--- src/rtl/read_cycle_pkg.sv ---
// Shared SRAM constants, read FSM encoding and pin decode helpers, common to the
// read and write cycle generators.
package read_cycle_pkg;

  localparam int SRAM_ADDR_W = 9;
  localparam int SRAM_DATA_W = 8;
  localparam int FACTOR_W    = 8;
  localparam int CYCLE_CNT_W = 10;

  localparam logic [SRAM_ADDR_W-1:0] SRAM_ADDR_IDLE = 9'h1FF;
  localparam logic [SRAM_DATA_W-1:0] SRAM_DATA_IDLE = 8'hFF;

  typedef enum logic [2:0] {
    ST_IDLE     = 3'd0,
    ST_CLK_LOW  = 3'd1,
    ST_ADDR     = 3'd2,
    ST_CLK_HIGH = 3'd3,
    ST_SAMPLE   = 3'd4,
    ST_DONE     = 3'd5
  } rd_state_t;

  // SRAM clock is low only while the address is being set up.
  function automatic logic pin_clk(input rd_state_t s);
    return !(s == ST_CLK_LOW || s == ST_ADDR);
  endfunction

  function automatic logic pin_cen(input rd_state_t s);
    return !(s == ST_ADDR || s == ST_CLK_HIGH);
  endfunction

  function automatic logic addr_driven(input rd_state_t s);
    return (s == ST_ADDR) || (s == ST_CLK_HIGH) || (s == ST_SAMPLE);
  endfunction

endpackage

--- src/rtl/read_cycle_timer.sv ---
// Phase counter for one SRAM access; decodes the 2F, 4F-1 and 4F thresholds
// against the count value that the next clock edge will load.
module read_cycle_timer
  import read_cycle_pkg::*;
#(
  parameter int CNT_W = CYCLE_CNT_W
) (
  input  logic                clk,
  input  logic                rst_n,
  input  logic                load,
  input  logic                run,
  input  logic [FACTOR_W-1:0] factor,
  output logic                at_launch,
  output logic                at_sample,
  output logic                at_done
);

  logic [FACTOR_W-1:0] f_q;
  logic [CNT_W-1:0]    count;
  logic [CNT_W-1:0]    count_nxt;
  logic [CNT_W-1:0]    two_f;
  logic [CNT_W-1:0]    four_f;

  function automatic logic [FACTOR_W-1:0] clamp_factor(input logic [FACTOR_W-1:0] f);
    return (f == '0) ? FACTOR_W'(1) : f;
  endfunction

  always_comb begin
    two_f     = CNT_W'({f_q, 1'b0});
    four_f    = CNT_W'({f_q, 2'b00});
    count_nxt = count;
    if (load) begin
      count_nxt = '0;
    end else if (run) begin
      count_nxt = count + CNT_W'(1);
    end
    at_launch = (count_nxt == two_f);
    at_sample = (count_nxt == four_f - CNT_W'(1));
    at_done   = (count_nxt == four_f);
  end

  always_ff @(posedge clk or negedge rst_n) begin
    if (!rst_n) begin
      count <= '0;
      f_q   <= FACTOR_W'(1);
    end else begin
      count <= count_nxt;
      if (load) begin
        f_q <= clamp_factor(factor);
      end
    end
  end

endmodule

--- src/rtl/read_cycle.sv ---
// SRAM read cycle generator: drives one read per start request, captures the
// returned word, compares it with the expected value and counts mismatches.
module read_cycle
  import read_cycle_pkg::*;
#(
  parameter int CNT_W = CYCLE_CNT_W,
  parameter int ERR_W = 16
) (
  input  logic                   clk_in,
  input  logic                   reset_in,
  input  logic [FACTOR_W-1:0]    clk_factor,
  input  logic                   start_in,
  input  logic [SRAM_ADDR_W-1:0] a_in,
  input  logic [SRAM_DATA_W-1:0] exp_in,
  input  logic [SRAM_DATA_W-1:0] q_in,
  output logic                   clk_out,
  output logic                   cen_out,
  output logic                   wen_out,
  output logic [SRAM_ADDR_W-1:0] a_out,
  output logic [SRAM_DATA_W-1:0] q_out,
  output logic                   valid_out,
  output logic                   mismatch_out,
  output logic [ERR_W-1:0]       err_count,
  output logic                   reading
);

  logic [1:0]             rst_sync;
  logic                   rst_n;
  logic                   start_q;
  rd_state_t              state;
  rd_state_t              state_nxt;
  logic                   load;
  logic                   run;
  logic                   at_launch;
  logic                   at_sample;
  logic                   at_done;
  logic                   capture;
  logic                   differs;
  logic [SRAM_DATA_W-1:0] exp_q;

  function automatic logic [ERR_W-1:0] sat_inc(input logic [ERR_W-1:0] v);
    return (&v) ? v : v + ERR_W'(1);
  endfunction

  // Reset asserts immediately, releases two edges later.
  always_ff @(posedge clk_in or negedge reset_in) begin
    if (!reset_in) begin
      rst_sync <= 2'b00;
    end else begin
      rst_sync <= {rst_sync[0], 1'b1};
    end
  end

  assign rst_n   = rst_sync[1];
  assign wen_out = 1'b1;

  read_cycle_timer #(
    .CNT_W(CNT_W)
  ) u_timer (
    .clk      (clk_in),
    .rst_n    (rst_n),
    .load     (load),
    .run      (run),
    .factor   (clk_factor),
    .at_launch(at_launch),
    .at_sample(at_sample),
    .at_done  (at_done)
  );

  // Requests are only accepted while fully idle; anything else is dropped.
  always_ff @(posedge clk_in or negedge rst_n) begin
    if (!rst_n) begin
      start_q <= 1'b0;
      state   <= ST_IDLE;
    end else begin
      start_q <= start_in && (state == ST_IDLE);
      state   <= state_nxt;
    end
  end

  always_comb begin
    state_nxt = state;
    load      = 1'b0;
    run       = 1'b0;
    case (state)
      ST_IDLE: begin
        if (start_q) begin
          state_nxt = ST_CLK_LOW;
          load      = 1'b1;
        end
      end
      ST_CLK_LOW: begin
        run       = 1'b1;
        state_nxt = ST_ADDR;
      end
      ST_ADDR: begin
        run = 1'b1;
        if (at_launch) state_nxt = ST_CLK_HIGH;
      end
      ST_CLK_HIGH: begin
        run = 1'b1;
        if (at_sample) state_nxt = ST_SAMPLE;
      end
      ST_SAMPLE: begin
        run = 1'b1;
        if (at_done) state_nxt = ST_DONE;
      end
      ST_DONE: begin
        state_nxt = ST_IDLE;
      end
      default: begin
        state_nxt = ST_IDLE;
      end
    endcase
  end

  assign capture = (state == ST_SAMPLE) && (state_nxt == ST_DONE);
  assign differs = (q_in != exp_q);

  // Pins are registered from the next state so they change cleanly on the edge.
  always_ff @(posedge clk_in or negedge rst_n) begin
    if (!rst_n) begin
      clk_out   <= 1'b1;
      cen_out   <= 1'b1;
      a_out     <= SRAM_ADDR_IDLE;
      reading   <= 1'b0;
      valid_out <= 1'b0;
    end else begin
      clk_out   <= pin_clk(state_nxt);
      cen_out   <= pin_cen(state_nxt);
      reading   <= (state_nxt != ST_IDLE);
      valid_out <= (state_nxt == ST_DONE);
      if (!addr_driven(state_nxt)) begin
        a_out <= SRAM_ADDR_IDLE;
      end else if (state == ST_CLK_LOW) begin
        a_out <= a_in;
      end
    end
  end

  always_ff @(posedge clk_in) begin
    if (state == ST_CLK_LOW) begin
      exp_q <= exp_in;
    end
  end

  always_ff @(posedge clk_in or negedge rst_n) begin
    if (!rst_n) begin
      q_out        <= SRAM_DATA_IDLE;
      mismatch_out <= 1'b0;
      err_count    <= '0;
    end else if (capture) begin
      q_out        <= q_in;
      mismatch_out <= differs;
      if (differs) begin
        err_count <= sat_inc(err_count);
      end
    end
  end

endmodule

--- config.mk ---
export PLATFORM = sky130hd
export DESIGN_NAME = read_cycle
export DESIGN_NICKNAME = d
export VERILOG_FILES = /design/src/rtl/read_cycle_pkg.sv /design/src/rtl/read_cycle_timer.sv /design/src/rtl/read_cycle.sv
export SDC_FILE = /design/constraint.sdc
export NUM_CORES = 1
export LEC_CHECK = 0
export ABC_CLOCK_PERIOD_IN_PS = 2500
export BUFFER_PORTS_ARGS = -buffer_cell sky130_fd_sc_hd__buf_2
export CORE_UTILIZATION = 50
export CTS_BUF_LIST = sky130_fd_sc_hd__clkbuf_8 sky130_fd_sc_hd__clkbuf_16
export CTS_CLUSTER_DIAMETER = 30
export DETAILED_ROUTE_END_ITERATION = 6
export GPL_TIMING_DRIVEN = 0
export PLACE_DENSITY = 0.77
export SYNTH_ARGS = -nofsm -noshare
export SYNTH_HDL_FRONTEND = slang
export SYNTH_SLANG_ARGS = --single-unit
--- constraint.sdc ---
create_clock -name clk_in -period 2.5 [get_ports clk_in]
set_input_delay 0.25 -clock clk_in [delete_from_list [all_inputs] [get_ports clk_in]]
set_output_delay 0.25 -clock clk_in [all_outputs]
set_load 0.1 [all_outputs]
==> results of run 1 <==
[critical path: stages, from the launching register on]
cell	delay, ns
dfrtp_2	0.44
buf_6	0.13
or4b_4	0.57
and2_4	0.17
mux2i_4	0.18
xor2_2	0.20
buf_4	0.14
nand3b_1	0.16
nor4_4	0.36
buf_4	0.21
nand4_1	0.15
xnor2_1	0.16
[kinds of logic (layout without fill, tap and decap cells)]
kind of cell             Yosys count  count (layout)
other                              1               2
flip-flops                        70              70
AND/OR/NAND/NOR                  177             177
XOR/XNOR                          41              41
buffers and inverters             28             155
adder cells (fa/ha/maj)            3               3
multiplexers                      21              21
AO/OA/AOI/OAI                     33              33
[through the flow]
stage          TNS (ns)  setup WS, ns
2_1_floorplan     -4.73        -0.279
3_3_place_gp     -22.07        -0.635
3_5_place_dp     -21.58        -0.632
4_1_cts          -13.07        -0.419
5_1_grt          -19.19        -0.625
6_report         -14.84        -0.490
[flip-flops by register name, summed over array words and instances (netlist names)]
| register | flops |
|---|---|
| a_out | 9 |
| cen_out | 1 |
| clk_out | 1 |
| err_count | 16 |
| exp_q | 8 |
| mismatch_out | 1 |
| q_out | 8 |
| reading | 1 |
| rst_sync | 2 |
| start_q | 1 |
| state | 3 |
| u_timer.count | 10 |
| u_timer.f_q | 8 |
| valid_out | 1 |
[path summary, 6_finish.rpt]
check	start	to	cells past startpoint
worst max-delay path	state[0]	err_count[3]	11
worst max register to register	state[0]	err_count[3]	11
max in group asynchronous	rst_sync[1]	q_out[7]	1
worst min register to register	rst_sync[1]	err_count[1]	0
worst min-delay path	exp_in[0]	exp_q[0]	1
min in group asynchronous	reset_in	rst_sync[0]	2
[power by group through the flow]
stage	sequential, W	clock, W	combinational, W
after floorplan	0.00199	0	0.00128
after global placement	0.00158	0	0.00200
after detailed placement	0.00158	0	0.00207
after CTS	0.00156	0.000937	0.00235
after global routing	0.00161	0.000994	0.00278
final	0.00158	0.000943	0.00261
[per-layer routing]
layer	wire [µm]	global-route usage	vias up
met1	4330	0.341	1728
met4	312	0.0938	0
met2	5750	0.454	124
met3	566	0.0674	33
li1	-	-	1547
met5	0	0	-
[what timing repair did]
action / 4_1_cts / 5_1_grt
pin swaps: 14 / 16
setup buffers: 24 / 13
cloned: 2 / 0
gates resized for setup: 50 / 25
hold buffers: 1 / 0
hold endpoints to repair: 2 / 0
endpoints found under the setup margin: 49 / 41
[layout make-up]
| type | instances | share of cell area |
|---|---|---|
| plain buffers | 18 | 0.0254 |
| well taps | 99 | 0.0240 |
| clock inverters | 6 | 0.0121 |
| clock buffers | 10 | 0.0266 |
| repair buffers | 112 | 0.135 |
| multi-input cells | 277 | 0.417 |
| flip-flops and latches | 70 | 0.353 |
| inverters | 9 | 0.00678 |
[cells in the final DEF (no fill, tap or decap), drive strengths merged, types with 3 or more instances in the layout]
cell type	n
buf	123
nand2	66
dfrtp	42
xnor2	24
nor2	23
nand3	23
dfstp	20
xor2	16
clkbuf	16
nand4	13
mux2	13
inv	9
edfxtp	8
o21ai	8
nor3	8
mux2i	8
nor4	8
a21oi	5
and3	4
o21a	4
nand3b	4
or3	4
and2	4
clkinv	3
or4	3
ha	3
nor4b	3
a211oi	3
or2	3
==> reports/results.tsv, run 1 <==
stage	metric	value	unit
floorplan	die-area	7980	µm²
yosys	synth-edff-count	8	
timing	setup_viol_count_final	40	
run_status	status	complete, but fails checks	
power_and_ir_drop	power.switching	0.00227	W
cts	cts_buffer_depth	2	
global_routing	grt_start_max_net_pins	40	
yosys	yosys-mux-area-fraction	0.0637	
timing	setup_ws	-0.490	ns
yosys	ys_seq_area_frac	0.477	
worst_setup_path	cp.required	2.74	ns
layout	num_antenna_cells	0	
placement	dp_cells	548	
worst_setup_path	startpoint_type	register	
worst_setup_path	critPathCaptureType	register	
timing	tightest_slew	0.812	ns
worst_setup_path	worstSetupPathType	reg2reg	
yosys	synth_top_family_by_area	simple AND/OR/NAND/NOR gates	
yosys	synth_area_per_cell	10.2	µm²
yosys	synth_warnings	0	
yosys	syn-instance-count	374	
yosys	synth_largest_area_cell	dfrtp_1	
layout	instances_no_fill	601	
worst_setup_path	crit_arrival	3.23	ns
timing	slew_headroom	0.451	
flow_run	cap_violations	0	
yosys	synthAdderAreaFrac	0.00985	
layout	final_util	0.705	
cts	cts_sinks	70	
yosys	synth.top_cell.area_share	0.276	
layout	fin_nets	536	
layout	syn_to_final_growth	35.5	%
timing	fmax	334	MHz
routing	dr.pass1.iters	4	
power_and_ir_drop	seq_power_share	0.308	
placement	dp_hpwl	6.18	mm
routing	wl_per_cell	18.2	µm
cts	cts_tree	done	
cts	insertion_delay	0.35	ns
yosys	ys.flop_type	dfrtp_1	
placement	dpl_cell_area	4390	µm²
timing	slew_viol_final	0	
placement	gp_congestion	0.862	
yosys	synthesis.area	3810	µm²
timing	period_share	1.20	
yosys	yosysMostFrequentCell	nand2_1	
timing	final.setup_skew	0.00783	ns
cts	root_buffer	clkbuf_8	
routing	antenna_left	0	
yosys	synth-compound-area-share	0.0620	
cts	path_clk_slew	0.08	ns
floorplan	design.core.area	7330	µm²
power_and_ir_drop	p_comb_frac	0.508	
yosys	ys_ff_latch	70	
global_routing	grt.total_usage	0.270	
power_and_ir_drop	p_leak	2.34	nW
min_path	hold_path_class	in2reg	
power_and_ir_drop	p_int	0.00287	W
power_and_ir_drop	p_per_area	994	nW/µm²
routing	drc	0	
routing	drt_wl_total	11.0	mm
global_routing	antenna_found_initial	0	
floorplan	die_w	89.3	µm
layout	drive_above_1_share	0.450	
yosys	synth.top_cells.by_area	dfrtp_1, dfstp_2, nand2_1	
power_and_ir_drop	vdd_drop_max	772	µV
cts	cts_made_buffers	9	
run_status	violations	setup timing	
layout	multiInputGateArea	2150	µm²
layout	design_area	5170	µm²
placement	portBuffers	73	
yosys	yosys.area_share.simple	0.250	
layout	fillers	495	
power_and_ir_drop	power_frac_clock	0.183	
floorplan	rows	31	
floorplan	start_util	0.520	
global_routing	grt-ovfl-total	0	
routing	via_per_inst	5.71	
routing	drt_iter0_markers	298	
layout	register_area	1820	µm²
global_routing	grt_pass1_wl	16.0	mm
yosys	synth_common_cells	nand2_1, dfrtp_1, nor2_1, xnor2_1	
floorplan	dieHeight	89.3	µm
worst_setup_path	r2r_slack	-0.49	ns
timing	hold_violations	0	
yosys	synth_cell_types	64	
global_routing	grt_pass1_vias	3220	
cts	cts_max_level	3	
floorplan	ios	75	
timing	fin_crit	2.99	ns
power_and_ir_drop	p_sw_frac	0.441	
yosys	synthXorXnorAreaFrac	0.0998	
timing	hold_slack	0.0653	ns
yosys	synthArstFlopShare	0.886	
timing	rsz0062_at_grt	yes	
worst_setup_path	cp_max_fo	5	
routing	vias	3432	
power_and_ir_drop	power.total	0.00514	W
Power figures use the tool's default switching activity.
==> run 2: changes to the inputs <==
--- a/config.mk
+++ b/config.mk
@@ -7,6 +7,7 @@
 export LEC_CHECK = 0
 export ABC_CLOCK_PERIOD_IN_PS = 2500
 export BUFFER_PORTS_ARGS = -buffer_cell sky130_fd_sc_hd__buf_2
+export CORE_ASPECT_RATIO = 1.4
 export CORE_UTILIZATION = 50
 export CTS_BUF_LIST = sky130_fd_sc_hd__clkbuf_8 sky130_fd_sc_hd__clkbuf_16
 export CTS_CLUSTER_DIAMETER = 30
@@ -16,3 +17,4 @@
 export SYNTH_ARGS = -nofsm -noshare
 export SYNTH_HDL_FRONTEND = slang
 export SYNTH_SLANG_ARGS = --single-unit
+export TNS_END_PERCENT = 50
==> run 2 against run 1 <==
  * The run still ends with setup timing left
  * Global-route usage down 1.1 points
  * Highest routed layer unchanged
  * Clock skew rose by 0.0014 ns
  * Register-to-register slack is essentially flat
  * Die area about the same
==> reports/results.tsv, run 2 (same netlist as run 1, synthesis figures left out) <==
stage	metric	value	unit	change
routing	vias	3242		was 3,432
global_routing	grt_pass1_vias	3239		was 3,220
worst_setup_path	max_stage_delay	0.57	ns	about the same
placement	gp_congestion	0.818		was 0.862
layout	layout_common_cells	buf_2, nand2_1, dfrtp_1		unchanged
worst_setup_path	startpoint_type	register		unchanged
layout	largestRegisters	err_count (16), u_timer.count (10), a_out (9)		unchanged
layout	design_area	4920	µm²	was 5170 µm²
placement	dpl_cell_area	4390	µm²	about the same
worst_setup_path	timing.rr.start	state[0]		unchanged
cts	root_buffer	clkbuf_8		unchanged
routing	dr.pass1.iters	4		unchanged
timing	fin_crit	2.99	ns	about the same
layout	layout_commonest_cell	buf_2		unchanged
timing	rsz0062_at_grt	yes		unchanged
cts	cts_tree	done		unchanged
global_routing	grt_pass1_wl	15.5	mm	was 16.0 mm
floorplan	dieHeight	105	µm	was 89.3 µm
floorplan	die-area	7980	µm²	about the same
layout	drive_above_1_share	0.419		was 0.450
worst_setup_path	critPathCaptureType	register		unchanged
cts	cts_made_buffers	9		unchanged
timing	fmax	335	MHz	was 334 MHz
power_and_ir_drop	p_leak	2.21	nW	was 2.34 nW
worst_setup_path	cp_max_fo	10		was 5
routing	drt_iter0_markers	199		was 298
timing	slew_headroom	0.495		was 0.451
run_status	status	complete, but fails checks		unchanged
placement	dp_hpwl	6.46	mm	was 6.18 mm
timing	hold_violations	0		unchanged
timing	tightest_slew	0.747	ns	was 0.812 ns
power_and_ir_drop	vdd_drop_max	711	µV	was 772 µV
worst_setup_path	crit_top_cell	buf_6		was buf_4
layout	fin_nets	516		was 536
cts	cts_sinks	70		unchanged
placement	dpl_worst_slack	-0.682	ns	was -0.632 ns
worst_setup_path	cp_cell_sequence	buf_6 > or4b_4 > buf_8 > nand2_2 > mux2i_1 > or4_4 > nor4_4 > buf_6 > mux2_2		was buf_6 > or4b_4 > and2_4 > mux2i_4 > xor2_2 > buf_4 > nand3b_1 > nor4_4 > buf_4 > nand4_1 > xnor2_1
worst_setup_path	crit_slowest_cell	or4b_4		unchanged
cts	insertion_delay	0.36	ns	was 0.35 ns
worst_setup_path	worstSetupPathType	reg2reg		unchanged
timing	hold_slack	0.0641	ns	was 0.0653 ns
timing	period_share	1.19		was 1.20
flow_run	cap_violations	0		unchanged
timing	tns	-15.64	ns	was -14.84 ns
min_path	hold_path_class	in2reg		unchanged
floorplan	die_w	75.8	µm	was 89.3 µm
routing	drt_wl_total	9.44	mm	was 11.0 mm
placement	portBuffers	73		unchanged
routing	drc	0		unchanged
run_status	violations	setup timing		unchanged
layout	top_register	err_count		unchanged
global_routing	grt_start_max_net_pins	35		was 40
cts	path_clk_slew	0.08	ns	about the same
global_routing	antenna_found_initial	0		unchanged
routing	via_per_inst	5.60		was 5.71
layout	num_antenna_cells	0		unchanged
worst_setup_path	crit_arrival	3.27	ns	was 3.23 ns
timing	setup_viol_count_final	41		was 40
layout	largest_reg_flops	16		unchanged
global_routing	grt.total_usage	0.259		was 0.270
cts	cts_max_level	3		unchanged
worst_setup_path	ff2ff_path_depth	9		was 11
placement	dp_cells	546		was 548
layout	instances_no_fill	579		was 601
timing	final.setup_skew	0.00923	ns	was 0.00783 ns
floorplan	start_util	0.518		was 0.520
routing	antenna_left	0		unchanged
global_routing	grt-ovfl-total	0		unchanged
worst_setup_path	cp.required	2.78	ns	was 2.74 ns
routing	wl_per_cell	16.3	µm	was 18.2 µm
cts	cts_buffer_depth	2		unchanged
worst_setup_path	endpoint	q_out[2]		was err_count[3]
worst_setup_path	startpoint	state[0]		unchanged
floorplan	rows	37		was 31
floorplan	ios	75		unchanged
worst_setup_path	rr_endpoint	q_out[2]		was err_count[3]
worst_setup_path	r2r_slack	-0.49	ns	about the same
floorplan	design.core.area	7360	µm²	was 7330 µm²
timing	slew_viol_final	0		unchanged
power_and_ir_drop	p_per_area	978	nW/µm²	was 994 nW/µm²
layout	syn_to_final_growth	29.1	%	was 35.5%
timing	setup_ws	-0.485	ns	was -0.490 ns
[run 2: changes by cell type in the layout (fill, tap and decap cells not counted), moves of 3 or more]
cell / change
nand2_1: -3
buf_4: -17
mux2_2: +7
mux2_4: -7
buf_6: -5
nand2_2: +4
[run 2: worst max-delay path: cells and delay by family, from the launching register on]
kind	cells	cell delay, ns
mux	2	0.41
buf+inv	3	0.52
flops	1	0.44
simple gates	4	1.55
[run 2: report_power, final]
| group | internal [W] | leakage [nW] | switching (W) |
|---|---|---|---|
| Sequential | 0.00139 | 0.817 | 0.000198 |
| Clock | 0.000383 | 0.0899 | 0.000449 |
| Combinational | 0.000923 | 1.30 | 0.00147 |
| Total | 0.00270 | 2.21 | 0.00212 |
[run 2: worst min path at each step]
| stage | startpoint | to | cells past startpoint |
|---|---|---|---|
| finish | exp_in[1] | exp_q[1] | 1 |
| CTS | exp_in[1] | exp_q[1] | 1 |
| floorplan | reset_in | rst_sync[0] | 0 |
| global placement | reset_in | rst_sync[0] | 1 |
| detailed placement | reset_in | rst_sync[0] | 1 |
| global route | exp_in[4] | exp_q[4] | 1 |
[run 2: cell type report]
class	count	area [µm²]
Buffer	18	128
Clock buffer	10	138
Clock inverter	6	37.5
Fill cell	588	2440
Inverter	9	36.3
Multi-Input combinational cell	277	2100
Sequential cell	70	1820
Tap cell	97	121
Timing Repair Buffer	92	541
[run 2: routing by layer]
layer  track usage  share of wire
met5             0              0
met4         0.130          0.030
met3        0.0497          0.041
met2         0.437           0.55
met1         0.304           0.38
[run 2: repair_timing]
| item | 4_1_cts | 5_1_grt |
|---|---|---|
| endpoints found under the setup margin | 49 | 41 |
| resized for setup | 24 | 26 |
| cloned | 1 | 0 |
| hold buffers | 1 | 0 |
| pin swaps | 14 | 23 |
| buffers inserted | 8 | 8 |
| endpoints found under the hold margin | 2 | 0 |
[run 2: per-stage QoR]
stage,power [W],util
2_1_floorplan,0.00327,-
3_5_place_dp,0.00365,0.596
3_3_place_gp,0.00359,0.593
5_1_grt,0.00509,0.669
6_report,0.00481,0.669
4_1_cts,0.00457,0.641
